**src/rtl/instruction_fetch.sv**
```systemverilog
// Fetch stage: issues in-order imem requests from pc, tracks in-flight PCs,
// buffers returned words in a paired instr/PC FIFO and drops stale words after a flush.
module instruction_fetch #(
   parameter int unsigned DEPTH = 4
) (
   input  logic        clk,
   input  logic        rst,
   input  logic [31:0] pc,
   output logic        pc_en,
   input  logic        flush,
   output logic        imem_req_valid,
   input  logic        imem_req_ready,
   output logic [31:0] imem_req_addr,
   input  logic        imem_resp_valid,
   input  logic [31:0] imem_resp_data,
   output logic        if_valid,
   input  logic        if_ready,
   output logic [31:0] if_instr,
   output logic [31:0] if_pc
);

   localparam int unsigned AW = $clog2(DEPTH);
   localparam int unsigned CW = AW + 1;
   localparam logic [CW:0] DEPTH_W = (CW+1)'(DEPTH);

   logic [CW-1:0] inflight_q, inflight_d;
   logic [CW-1:0] drop_q, drop_d;
   logic [CW-1:0] count_q, count_d;
   logic [AW-1:0] wr_ptr_q, wr_ptr_d, rd_ptr_q, rd_ptr_d;
   logic [AW-1:0] aq_wr_ptr_q, aq_wr_ptr_d, aq_rd_ptr_q, aq_rd_ptr_d;
   logic [31:0]   instr_mem_q [DEPTH];
   logic [31:0]   instr_mem_d [DEPTH];
   logic [31:0]   pc_mem_q [DEPTH];
   logic [31:0]   pc_mem_d [DEPTH];
   logic [31:0]   aq_mem_q [DEPTH];
   logic [31:0]   aq_mem_d [DEPTH];

   logic req_fire, resp_ok, push, pop;
   logic [CW:0] credit_used;

   always_comb begin
      credit_used    = {1'b0, inflight_q} + {1'b0, count_q};
      imem_req_valid = !rst && !flush && (credit_used < DEPTH_W);
      imem_req_addr  = pc;
      req_fire       = imem_req_valid && imem_req_ready;
      pc_en          = !rst && (req_fire || flush);
      // A response with nothing in flight is a protocol error and is ignored.
      resp_ok        = imem_resp_valid && (inflight_q != '0);
      pop            = (count_q != '0) && if_ready;
      push           = 1'b0;

      inflight_d  = inflight_q;
      drop_d      = drop_q;
      count_d     = count_q;
      wr_ptr_d    = wr_ptr_q;
      rd_ptr_d    = rd_ptr_q;
      aq_wr_ptr_d = aq_wr_ptr_q;
      aq_rd_ptr_d = aq_rd_ptr_q;
      instr_mem_d = instr_mem_q;
      pc_mem_d    = pc_mem_q;
      aq_mem_d    = aq_mem_q;

      if (resp_ok) begin
         aq_rd_ptr_d = aq_rd_ptr_q + AW'(1);
      end
      if (req_fire) begin
         aq_mem_d[aq_wr_ptr_q] = pc;
         aq_wr_ptr_d           = aq_wr_ptr_q + AW'(1);
      end

      if (flush) begin
         // Everything still outstanding becomes stale; the address queue is kept
         // so those stale responses keep it aligned as they drain.
         inflight_d = inflight_q - CW'(resp_ok);
         drop_d     = inflight_q - CW'(resp_ok);
         count_d    = '0;
         rd_ptr_d   = wr_ptr_q;
      end else begin
         push       = resp_ok && (drop_q == '0);
         inflight_d = inflight_q + CW'(req_fire) - CW'(resp_ok);
         if (resp_ok && (drop_q != '0)) begin
            drop_d = drop_q - CW'(1);
         end
         if (push) begin
            instr_mem_d[wr_ptr_q] = imem_resp_data;
            pc_mem_d[wr_ptr_q]    = aq_mem_q[aq_rd_ptr_q];
            wr_ptr_d              = wr_ptr_q + AW'(1);
         end
         if (pop) begin
            rd_ptr_d = rd_ptr_q + AW'(1);
         end
         count_d = count_q + CW'(push) - CW'(pop);
      end
   end

   always_ff @(posedge clk or posedge rst) begin
      if (rst) begin
         inflight_q  <= '0;
         drop_q      <= '0;
         count_q     <= '0;
         wr_ptr_q    <= '0;
         rd_ptr_q    <= '0;
         aq_wr_ptr_q <= '0;
         aq_rd_ptr_q <= '0;
         instr_mem_q <= '{default: '0};
         pc_mem_q    <= '{default: '0};
         aq_mem_q    <= '{default: '0};
      end else begin
         inflight_q  <= inflight_d;
         drop_q      <= drop_d;
         count_q     <= count_d;
         wr_ptr_q    <= wr_ptr_d;
         rd_ptr_q    <= rd_ptr_d;
         aq_wr_ptr_q <= aq_wr_ptr_d;
         aq_rd_ptr_q <= aq_rd_ptr_d;
         instr_mem_q <= instr_mem_d;
         pc_mem_q    <= pc_mem_d;
         aq_mem_q    <= aq_mem_d;
      end
   end

   always_comb begin
      if_valid = (count_q != '0);
      if_instr = instr_mem_q[rd_ptr_q];
      if_pc    = pc_mem_q[rd_ptr_q];
   end

endmodule

```
**config.mk**
```make
export PLATFORM = sky130hd
export DESIGN_NAME = instruction_fetch
export DESIGN_NICKNAME = d
export VERILOG_FILES = /design/src/rtl/instruction_fetch.sv
export SDC_FILE = /design/constraint.sdc
export NUM_CORES = 1
export LEC_CHECK = 0
export ABC_AREA = 0
export CORE_MARGIN = 4
export CORE_UTILIZATION = 27
export DETAILED_ROUTE_END_ITERATION = 10
export GPL_ROUTABILITY_DRIVEN = 0
export PLACE_DENSITY = 0.46
export SYNTH_ARGS = -nofsm -noshare
export SYNTH_HDL_FRONTEND = slang
export SYNTH_SLANG_ARGS = --single-unit
```
**constraint.sdc**
```tcl
create_clock -name clk -period 15.3 [get_ports clk]
set_input_delay 3.06 -clock clk [delete_from_list [all_inputs] [get_ports clk]]
set_output_delay 3.06 -clock clk [all_outputs]
set_load 0.05 [all_outputs]
```
=== Yosys cells after proc, flatten, opt, wreduce, memory -nomap -nowiden ===
Cells that the tools add are included.

* Register bits after elaboration: 401
* Input bits: 70
* Word-level logic and storage cells: 84

* $add $sub $neg: 11
* Magnitude comparators: 7
* Mux-type cells: 22
* Bitwise gates (word level): 5
* Reductions and logical operators: 20

{| class="wikitable"
|+ Operator list
! operator !! number
|-
| $bwmux 128 || 3
|-
| $mux 32 || 8
|-
| $bmux 32 s2 || 3
|-
| $demux 32 s2 || 2
|-
| $ge 3x3->1 const B || 4
|-
| $mux 3 || 4
|-
| $not 2->3 || 4
|-
| $logic_and 1x1->1 || 10
|-
| $reduce_bool 3->1 || 3
|-
| $sub 3x1->3 || 3
|-
| $add 2x1->2 const B || 4
|-
| $add 3x1->3 || 2
|-
| $lt 3x1->1 const B || 2
|-
| $add 3x3->4 || 1
|-
| $lt 4x3->1 const B || 1
|-
| $mux 2 || 2
|-
| $reduce_bool 2->1 || 2
|-
| $logic_not 3->1 || 1
|-
| $sub 3x1->3 const B || 1
|-
| $logic_not 1->1 || 2
|-
| $reduce_and 2->1 || 1
|-
| $logic_or 1x1->1 || 1
|-
| $not 1->1 || 1
|}

=== Depth between registers and ports, before layout ===
Gate-level depths: netlist of run 1.

* Depth after elaboration: 7
* Depth in mapped cells: 12

=== Least setup slack after synthesis of run 1 ===
Ideal clock, no wire load.

* Path type: input to output
* Start point: input port rst
* End point: output port pc_en
* Arrival time: 4.424 ns
* Slack: 7.816 ns
* Stages: 5
* Path through: nor3_1 and4_1 buf_2 inv_1 a21oi_1

* Cells in the longest elaborated chain, start to end: 6

{| class="wikitable"
|+ RTL lines
! item !! RTL line !! text
|-
| start: declaration || 7 || <nowiki>input logic rst,</nowiki>
|-
| $logic_not 1->1 (no source line) * || n/a ||
|-
| $logic_and 1x1->1 (2 in a row) || 43 || <nowiki>imem_req_valid = !rst && !flush && (credit_used < DEPTH_W);</nowiki>
|-
| $logic_and 1x1->1 || 45 || <nowiki>req_fire = imem_req_valid && imem_req_ready;</nowiki>
|-
| $logic_or 1x1->1 || 46 || <nowiki>pc_en = !rst && (req_fire || flush);</nowiki>
|-
| $logic_and 1x1->1 * || 46 ||
|-
| end: declaration || 9 || <nowiki>output logic pc_en,</nowiki>
|}

Every way passes the cells marked *; elsewhere a longest branch is shown, timed or not.

=== Final worst setup path of run 1 ===
* Start point: input port flush
* End point: output port pc_en

* Cells in the longest elaborated chain, start to end: 6

{| class="wikitable"
|+ RTL lines
! item !! RTL line !! text
|-
| start: declaration || 10 || <nowiki>input logic flush,</nowiki>
|-
| $logic_not 1->1 || 43 ||
|-
| $logic_and 1x1->1 (2 in a row) || 43 ||
|-
| $logic_and 1x1->1 || 45 ||
|-
| $logic_or 1x1->1 * || 46 ||
|-
| $logic_and 1x1->1 * || 46 ||
|}

Marked as above.

==> results of run 1 <==
[logic make-up after synthesis]
kind of cell / share of synthesized area, %
AO/OA/AOI/OAI: 0.459
flip-flops: 52.6
adder cells (fa/ha/maj): 1.39
XOR/XNOR: 0.551
AND/OR/NAND/NOR: 1.13
multiplexers: 38.8
buffers and inverters: 5.09
[metal layers]
metal | up-vias | wire [µm] | GRT usage (%) | share of wire (%)
met5 | - | 0 | 0 | 0
met4 | 0 | 934 | 3.36 | 2.0
met3 | 67 | 1820 | 2.29 | 4.0
met2 | 149 | 21200 | 19.5 | 47
met1 | 5168 | 21600 | 17.2 | 47
li1 | 4186 | - | - | -
[area by class of cell]
class	instances	area share (%)
inverters	16	0.296
multi-input cells	559	35.5
repair buffers	179	7.79
clock inverters	14	0.615
well taps	940	5.16
flip-flops and latches	401	44.1
clock buffers	77	6.60
diodes	1	0.0110
[critical path, cell delays in order]
cell and delay, ns:
sky130_fd_sc_hd__clkdlybuf4s50_1 0.68, sky130_fd_sc_hd__nor3_1 0.29, sky130_fd_sc_hd__and4_1 0.40, sky130_fd_sc_hd__inv_1 0.11, sky130_fd_sc_hd__a21oi_1 0.18, sky130_fd_sc_hd__clkdlybuf4s50_1 0.85
[cells in the final DEF, fill, tap and decap left out, drive strengths merged]
| cell type | instances |
|---|---|
| dfrtp | 401 |
| mux2 | 385 |
| clkdlybuf4s50 | 168 |
| mux4 | 96 |
| clkbuf | 77 |
| nand2 | 19 |
| ha | 18 |
| inv | 18 |
| buf | 11 |
| o21ai | 8 |
| clkinv | 8 |
| xnor2 | 7 |
| xor2 | 5 |
| nor2 | 3 |
| nor2b | 3 |
| o31a | 3 |
| fa | 2 |
| clkinvlp | 2 |
| bufinv | 2 |
| and3 | 2 |
| diode | 1 |
| nor3 | 1 |
| nand3 | 1 |
| and4 | 1 |
| nand2b | 1 |
| a21oi | 1 |
| or3 | 1 |
| a22oi | 1 |
| mux2i | 1 |
[synth_stat cells (2+ instances only)]
| cell | n |
|---|---|
| sky130_fd_sc_hd__mux4_2 | 96 |
| sky130_fd_sc_hd__nor2_1 | 3 |
| sky130_fd_sc_hd__ha_1 | 18 |
| sky130_fd_sc_hd__o21ai_0 | 8 |
| sky130_fd_sc_hd__inv_1 | 16 |
| sky130_fd_sc_hd__buf_4 | 34 |
| sky130_fd_sc_hd__nor2b_1 | 3 |
| sky130_fd_sc_hd__dfrtp_1 | 401 |
| sky130_fd_sc_hd__buf_2 | 23 |
| sky130_fd_sc_hd__nand2_8 | 4 |
| sky130_fd_sc_hd__nand2_1 | 15 |
| sky130_fd_sc_hd__buf_1 | 3 |
| sky130_fd_sc_hd__mux2_2 | 145 |
| sky130_fd_sc_hd__o31a_1 | 2 |
| sky130_fd_sc_hd__xnor2_1 | 7 |
| sky130_fd_sc_hd__xor2_1 | 5 |
| sky130_fd_sc_hd__buf_12 | 25 |
| sky130_fd_sc_hd__clkbuf_1 | 8 |
| sky130_fd_sc_hd__fa_1 | 2 |
| sky130_fd_sc_hd__mux2_4 | 240 |
[path summary, 6_finish.rpt]
check / endpoint / cells past startpoint
max: pc_en / 6
min: aq_mem_q[65]$_DFFE_PP0P_ / 1
max reg2reg: inflight_q[2]$_DFF_PP0_ / 11
min reg2reg: aq_mem_q[65]$_DFFE_PP0P_ / 1
max in group asynchronous: pc_mem_q[72]$_DFFE_PP0P_ / 3
min in group asynchronous: aq_wr_ptr_q[1]$_DFFE_PP0P_ / 2
[state kept, by name, indices dropped and copies added (netlist names)]
register and cells:
wr_ptr_q 2, count_q 3, aq_wr_ptr_q 2, rd_ptr_q 2
pc_mem_q 128, inflight_q 3, aq_rd_ptr_q 2, instr_mem_q 128
drop_q 3, aq_mem_q 128
[where the power goes]
group / leakage, nW / switching [mW] / total [mW] / internal [mW]
Sequential: 5.34 / 0.258 / 1.72 / 1.46
Combinational: 4.74 / 0.864 / 1.79 / 0.922
Clock: 0.807 / 0.465 / 1.17 / 0.708
Total: 10.9 / 1.59 / 4.68 / 3.09
==> flow_summary.json, run 1 <==
{
  "outcome": "finished, final reports clean",
  "placed_area_um2": 21100,
  "slack_of_the_worst_reg_to_reg_path_ns": 12.31,
  "timing_worst_slew_pin_value_ns": 1.01,
  "detailed_route_wire_length_um": 45600,
  "die_y_um": 274,
  "finalSetupViolCount": 0,
  "synth-edff-count": 0,
  "synth_top_cell_by_area": "sky130_fd_sc_hd__dfrtp_1",
  "postSynth.asyncResetShare_pct": 100,
  "numClockSinks": 401,
  "postSynthCellCount": 1069,
  "finish.net_count": 1297,
  "clk_pin_slew_ns": 0.05,
  "wire_per_inst_um": 20.8,
  "layout.area.seq_um2": 10000,
  "pin_count_of_the_biggest_net_entering_global_routing": 161,
  "post-cts-setup-buffer-count": 0,
  "worst_slew_margin_rel_pct": 32.5,
  "syn2layout_area_growth_pct": 19.4,
  "clkLatencyLatePin_ns": 0.58,
  "clock_tree.root_cell": "sky130_fd_sc_hd__clkbuf_16",
  "grt_first_pass_wirelength_um": 70600,
  "worstSetupStartpoint": "flush",
  "postLayoutCellArea_um2": 22800,
  "groute.usage.overall_pct": 12.3,
  "cp_data_arrival_time_ns": 5.58,
  "tritoncts_clock_tree": "yes",
  "cts_max_path_buffers": 3,
  "htreeDepth": 2,
  "synth.net_count": 1159,
  "critPathCaptureType": "output port",
  "grt_antenna_before_repair": 1,
  "period_minus_slack_ns": 8.64,
  "power.density_cell_area_nw_per_um2": 205,
  "count_of_synthesis_stage_warnings_from_yosys": 0,
  "place.port_buffers": 168,
  "final_core_utilization_pct": 32.5,
  "min_path_type": "reg -> reg",
  "setup_slack_ns": 6.66,
  "floorplan.die_area_um2": 75000,
  "tritoncts_buffer_count": 50,
  "placement.setup.worst_slack_ns": 6.61,
  "floorplan.core_area_um2": 70000,
  "place.detailed.instances": 2095,
  "crit_fanout": 15,
  "avgSynthCellArea_um2": 17.9,
  "drt_iter0_markers": 391,
  "final-hold-violation-count": 0,
  "finalMaxSlewViolations": 0,
  "fin_crit_share_pct": 56.5,
  "detail_route.first_pass.iterations": 4,
  "finalClockSkew_ns": 0.0194,
  "post_route_cells_drive_above_1_share_pct": 46.6,
  "cts.repair.resized": 0,
  "synth_cell_type_count": 31,
  "avgViaCountPerCell": 4.38,
  "effective_utilization_at_floorplan_pct": 27.3,
  "synth_top_area_share_pct": 52.6,
  "layout.filler_cells": 6845,
  "drt.antenna.violating_nets": 0,
  "synth_sequential_area_ratio_pct": 52.6,
  "grt_overflow": 0,
  "netlist_top_cells_area": "sky130_fd_sc_hd__dfrtp_1 53%, sky130_fd_sc_hd__mux2_4 19%, sky130_fd_sc_hd__mux4_2 11%",
  "power.leakage_nw": 10.9,
  "ctsHoldBuffers": 0,
  "fin_setup_tns_ns": 0,
  "vias_in_the_first_global_route": 10789,
  "floorplan.rows": 97,
  "timing_limited_maximum_frequency_mhz": 116,
  "timing.hold.worst.start": "aq_mem_q[65]$_DFFE_PP0P_",
  "synth_top_flop_cell": "sky130_fd_sc_hd__dfrtp_1",
  "die_span_x_um": 274,
  "ir_drop_uv": 118,
  "totalPowerFinal_mw": 4.68,
  "r2r-start": "inflight_q[2]$_DFF_PP0_",
  "worstSetupPathType": "in -> out",
  "pin_count": 169,
  "layoutNonFillerInstCount": 2187,
  "rsz0062_at_grt": "no",
  "multiInputGateArea_um2": 8080,
  "final_worst_hold_slack_ns": 0.498,
  "post-route-drc-count": 0,
  "detailedPlacementHpwl_um": 26400,
  "drv.max_cap_violation_count": 0,
  "crit_required_ns": 12.24,
  "via_count": 9570,
  "synthesized_cell_area_um2": 19100,
  "start_kind": "input port",
  "synth_seq_cells": 401
}
(Power assumes the default switching activity.)
==> run 2: changes to the inputs <==
PLACE_DENSITY = 0.48   (was 0.46)
clock period = 7.8 ns   (was 15.3 ns; I/O delays follow)
==> run 2 against run 1 <==
Compared with the run above: final cell count did not move; flip-flop and latch count stayed put; routed wire length decreased by 2.7%; non-clock buffer count increased by 4; combinational power rose by 94%.
==> flow_summary.json, run 2 (synthesis gave the netlist of run 1 again) <==
{
  "r2r-start": "inflight_q[2]$_DFF_PP0_",
  "ctsHoldBuffers": 0,
  "worst_slew_margin_rel_pct": 25.3,
  "floorplan.rows": 97,
  "floorplan.core_area_um2": 70000,
  "clock_tree.root_cell": "sky130_fd_sc_hd__clkbuf_16",
  "place.detailed.instances": 2099,
  "total_switching_power_mw": 3.04,
  "antenna_cells_inserted": 0,
  "cts_max_path_buffers": 3,
  "detailedPlacementHpwl_um": 25200,
  "layoutNonFillerInstCount": 2187,
  "final-hold-violation-count": 0,
  "via_count": 9593,
  "layout.cells.most_common_list": "397 x sky130_fd_sc_hd__dfrtp_1, 240 x sky130_fd_sc_hd__mux2_4, 168 x sky130_fd_sc_hd__clkdlybuf4s50_1",
  "timing_limited_maximum_frequency_mhz": 176,
  "post-route-drc-count": 0,
  "wire_per_inst_um": 20.3,
  "power.leakage_nw": 10.9,
  "crit_required_ns": 6.24,
  "crit_fanout": 15,
  "start_kind": "input port",
  "fin_crit_share_pct": 72.7,
  "power.share.combinational_pct": 38.0,
  "timing.hold.worst.start": "instr_mem_q[94]$_DFFE_PP0P_",
  "cts.repair.resized": 0,
  "reg_top3": "aq_mem_q (128), instr_mem_q (128), pc_mem_q (128)",
  "vias_in_the_first_global_route": 10894,
  "grt_overflow": 0,
  "detail_route.first_pass.iterations": 4,
  "grt_first_pass_wirelength_um": 69400,
  "post-cts-setup-buffer-count": 0,
  "ir_drop_uv": 194,
  "critical-path-slowest-cell": "sky130_fd_sc_hd__clkdlybuf4s50_1",
  "clk_pin_slew_ns": 0.05,
  "final_worst_hold_slack_ns": 0.498,
  "switching_share_pct": 33.3,
  "detailed_route_wire_length_um": 44400,
  "share_seq_of_total_power_pct": 36.5,
  "die_y_um": 274,
  "grt_antenna_before_repair": 0,
  "htreeDepth": 2,
  "worstSetupPathType": "in -> out",
  "critPathCaptureType": "output port",
  "numClockSinks": 401,
  "min_path_type": "reg -> reg",
  "totalPowerFinal_mw": 9.13,
  "place.port_buffers": 168,
  "floorplan.die_area_um2": 75000,
  "share_clk_of_total_power_pct": 25.5,
  "period_minus_slack_ns": 5.67,
  "drv.max_cap_violation_count": 0,
  "final_core_utilization_pct": 32.6,
  "slowest_delay_ns": 0.94,
  "finalClockSkew_ns": 0.0153,
  "finish.net_count": 1300,
  "rsz0062_at_grt": "no",
  "die_span_x_um": 274,
  "outcome": "finished, final reports clean",
  "finalSetupViolCount": 0,
  "worst_path_most_repeated_cell": "sky130_fd_sc_hd__clkdlybuf4s50_1",
  "avgViaCountPerCell": 4.39,
  "pin_count_of_the_biggest_net_entering_global_routing": 164,
  "tritoncts_clock_tree": "yes",
  "worstSetupStartpoint": "flush",
  "most_common_cell_after_layout_fill_and_taps_aside": "sky130_fd_sc_hd__dfrtp_1",
  "post_route_cells_drive_above_1_share_pct": 46.6,
  "drt_iter0_markers": 340,
  "p_int_mw": 6.08,
  "fin_setup_tns_ns": 0,
  "clkLatencyLatePin_ns": 0.58,
  "drt.antenna.violating_nets": 0,
  "pin_count": 169,
  "groute.usage.overall_pct": 11.9,
  "syn2layout_area_growth_pct": 19.5,
  "path_cells": "clkdlybuf4s50_1 > nor3_1 > and4_1 > inv_1 > a21oi_1 > clkdlybuf4s50_1",
  "effective_utilization_at_floorplan_pct": 27.3,
  "power.density_cell_area_nw_per_um2": 400,
  "timing_worst_slew_pin_value_ns": 1.12,
  "finalMaxSlewViolations": 0,
  "tritoncts_buffer_count": 49,
  "cp_data_arrival_time_ns": 4.11
}
[run 2: path summary, 6_finish.rpt]
| check | to | slack (ns) | cells past startpoint |
|---|---|---|---|
| setup / recovery | pc_en | 2.13 | 6 |
| hold / removal | instr_mem_q[94]$_DFFE_PP0P_ | 0.50 | 1 |
| setup reg to reg | inflight_q[2]$_DFF_PP0_ | 4.85 | 11 |
| hold reg to reg | instr_mem_q[94]$_DFFE_PP0P_ | 0.50 | 1 |
| max in group asynchronous | pc_mem_q[96]$_DFFE_PP0P_ | 4.69 | 4 |
| min in group asynchronous | instr_mem_q[47]$_DFFE_PP0P_ | 1.69 | 3 |
[run 2: per-stage QoR]
| stage | setup WS (ns) | area (µm²) |
|---|---|---|
| final | 2.13 | 22800 |
| after floorplan | 0.840 | 19100 |
| after CTS | 2.02 | 22800 |
| after detailed placement | 2.04 | 21200 |
| after global routing | 1.88 | 22800 |
| after global placement | 2.04 | 21200 |
[run 2: power by group through the flow]
stage,sequential [mW],clock [mW],combinational [mW]
3_5_place_dp,3.35,0,3.54
2_1_floorplan,3.16,0,2.79
5_1_grt,3.43,2.51,3.71
6_report,3.33,2.33,3.47
4_1_cts,3.33,2.43,3.54
3_3_place_gp,3.33,0,3.48
[run 2: final cells by class]
cell class	count	area [µm²]
Clock buffer	71	1400
Clock inverter	17	244
Fill cell	6746	47200
Inverter	16	63.8
Multi-Input combinational cell	559	8080
Sequential cell	401	10000
Tap cell	940	1180
Timing Repair Buffer	183	1810
[run 2: critical path: cells and delay by family]
family	cells	cell delay, ns
compound gates	1	0.16
buf+inv	3	1.72
simple gates	2	0.66
[run 2: per-layer routing]
metal / up-vias / part of all wire [%] / GRT usage (%)
met5: - / 0 / 0
met4: 0 / 2.1 / 3.10
met3: 52 / 4.1 / 2.37
met2: 168 / 48 / 19.6
met1: 5175 / 46 / 16.2
li1: 4198 / - / -
==> run 3: changes to the inputs <==
clock period = 4.6 ns   (was 7.8 ns; I/O delays follow)
==> run 3 against run 2 <==
Compared with the run above: clock skew decreased by 0.00081 ns; combinational power increased by 67%; hold slack got worse by 0.0020 ns; sequential share of layout area decreased by 0.19 points.
==> flow_summary.json, run 3 (synthesis gave the netlist of run 1 again) <==
{
  "crit_required_ns": 3.68,
  "grt_antenna_before_repair": 0,
  "syn2layout_area_growth_pct": 20.1,
  "regToRegEndpoint": "inflight_q[2]$_DFF_PP0_",
  "worstSetupPathType": "reg -> out",
  "crit_fanout": 26,
  "antenna_cells_inserted": 0,
  "critical-path-slowest-cell": "sky130_fd_sc_hd__dfrtp_4",
  "totalPowerFinal_mw": 15.5,
  "power.density_cell_area_nw_per_um2": 675,
  "period_minus_slack_ns": 3.94,
  "detailedPlacementHpwl_um": 26200,
  "layout.cells.most_common_list": "397 x sky130_fd_sc_hd__dfrtp_1, 240 x sky130_fd_sc_hd__mux2_4, 167 x sky130_fd_sc_hd__clkdlybuf4s50_1",
  "rr_worst_depth": 11,
  "timing_limited_maximum_frequency_mhz": 254,
  "tritoncts_buffer_count": 47,
  "slowest_delay_ns": 0.78,
  "final_core_utilization_pct": 32.7,
  "placed_area_um2": 21300,
  "grt_first_pass_wirelength_um": 69700,
  "pin_count_of_the_biggest_net_entering_global_routing": 82,
  "drv.max_cap_violation_count": 0,
  "outcome": "finished, final reports clean",
  "cts_max_path_buffers": 3,
  "worstSetupStartpoint": "rd_ptr_q[0]$_DFFE_PP0P_",
  "effective_utilization_at_floorplan_pct": 27.3,
  "critPathCaptureType": "output port",
  "cts.repair.resized": 0,
  "detailed_route_wire_length_um": 45000,
  "final-hold-violation-count": 0,
  "rsz0062_at_grt": "no",
  "die_span_x_um": 274,
  "finalClockSkew_ns": 0.0145,
  "wire_per_inst_um": 20.6,
  "clk_pin_slew_ns": 0.06,
  "floorplan.rows": 97,
  "drt.antenna.violating_nets": 0,
  "via_count": 9577,
  "numClockSinks": 401,
  "reg_top3": "aq_mem_q (128), instr_mem_q (128), pc_mem_q (128)",
  "avgViaCountPerCell": 4.38,
  "power.leakage_nw": 10.9,
  "pin_count": 169,
  "place.port_buffers": 168,
  "crit_path_end": "if_instr[28]",
  "slack_of_the_worst_reg_to_reg_path_ns": 1.66,
  "ir_drop_uv": 324,
  "finalSetupViolCount": 0,
  "detail_route.first_pass.iterations": 4,
  "fin_crit_share_pct": 85.7,
  "drt_iter0_markers": 328,
  "finalMaxSlewViolations": 0,
  "floorplan.core_area_um2": 70000,
  "worst_slew_margin_rel_pct": 36.4,
  "ctsHoldBuffers": 0,
  "htreeDepth": 2,
  "most_common_cell_after_layout_fill_and_taps_aside": "sky130_fd_sc_hd__dfrtp_1",
  "post-cts-setup-buffer-count": 0,
  "floorplan.die_area_um2": 75000,
  "tritoncts_clock_tree": "yes",
  "start_kind": "flip-flop",
  "fin_setup_tns_ns": 0,
  "min_path_type": "reg -> reg",
  "finish.net_count": 1303,
  "grt_overflow": 0,
  "path_cells": "buf_12 > mux4_2 > clkdlybuf4s50_1",
  "die_y_um": 274,
  "clkLatencyLatePin_ns": 0.59,
  "cp_data_arrival_time_ns": 3.02,
  "timing_worst_slew_pin_value_ns": 0.954,
  "clock_tree.root_cell": "sky130_fd_sc_hd__clkbuf_16",
  "postLayoutCellArea_um2": 22900,
  "post_route_cells_drive_above_1_share_pct": 46.7,
  "r2r-start": "inflight_q[2]$_DFF_PP0_",
  "vias_in_the_first_global_route": 10800,
  "post-route-drc-count": 0,
  "groute.usage.overall_pct": 12.0
}
==> run 3: cell types whose count changed in the layout (fill, tap and decap cells not counted), sizes merged <==
cell / delta
clkinv: -4
clkdlybuf4s50: -1
buf: +6
clkinvlp: +1
==> run 3: where the power goes <==
part	leakage, nW	switching (mW)	internal (mW)
combinational	4.82	2.69	3.11
sequential	5.34	0.938	4.85
clock	0.783	1.54	2.34
total	10.9	5.17	10.3
==> run 3: final cells by class <==
cell class	instances	area [µm²]
multi-input combinational	559	8080
clock buffer	71	1370
timing repair buffer	188	1940
inverter	16	63.8
clock inverter	14	241
sequential	401	10000
fill	6747	47100
tap	940	1180
==> run 3: worst max-delay path: cells and delay by family, from the launching register on <==
| family | cells | cell delay, ns |
|---|---|---|
| buffers and inverters | 2 | 1.06 |
| DFF | 1 | 0.78 |
| muxes | 1 | 0.56 |
==> run 3: worst min path at each step <==
stage	from	end	slack, ns	cells past startpoint
2_1_floorplan	instr_mem_q[59]$_DFFE_PP0P_	instr_mem_q[59]$_DFFE_PP0P_	0.47	1
3_3_place_gp	aq_mem_q[91]$_DFFE_PP0P_	aq_mem_q[91]$_DFFE_PP0P_	0.48	1
3_5_place_dp	aq_mem_q[34]$_DFFE_PP0P_	aq_mem_q[34]$_DFFE_PP0P_	0.49	1
4_1_cts	aq_mem_q[34]$_DFFE_PP0P_	aq_mem_q[34]$_DFFE_PP0P_	0.50	1
5_1_grt	aq_mem_q[47]$_DFFE_PP0P_	aq_mem_q[47]$_DFFE_PP0P_	0.51	1
6_report	aq_mem_q[34]$_DFFE_PP0P_	aq_mem_q[34]$_DFFE_PP0P_	0.50	1
==> run 3: metal layers <==
metal / up-vias / GRT usage (%) / part of all wire, %
li1: 4179 / - / -
met1: 5188 / 16.5 / 46
met2: 148 / 19.7 / 48
met3: 62 / 2.38 / 3.8
met4: 0 / 2.91 / 2.0
met5: - / 0 / 0
==> run 3: stage by stage <==
step                      hold slack (ns)  std cells  worst slack [ns]
after detailed placement            0.487       2104             0.857
after global placement              0.481       2104             0.812
after global routing                0.510       2189             0.477
after floorplan                     0.474       1069             -1.72
final                               0.496       2189             0.660
after CTS                           0.500       2189             0.549
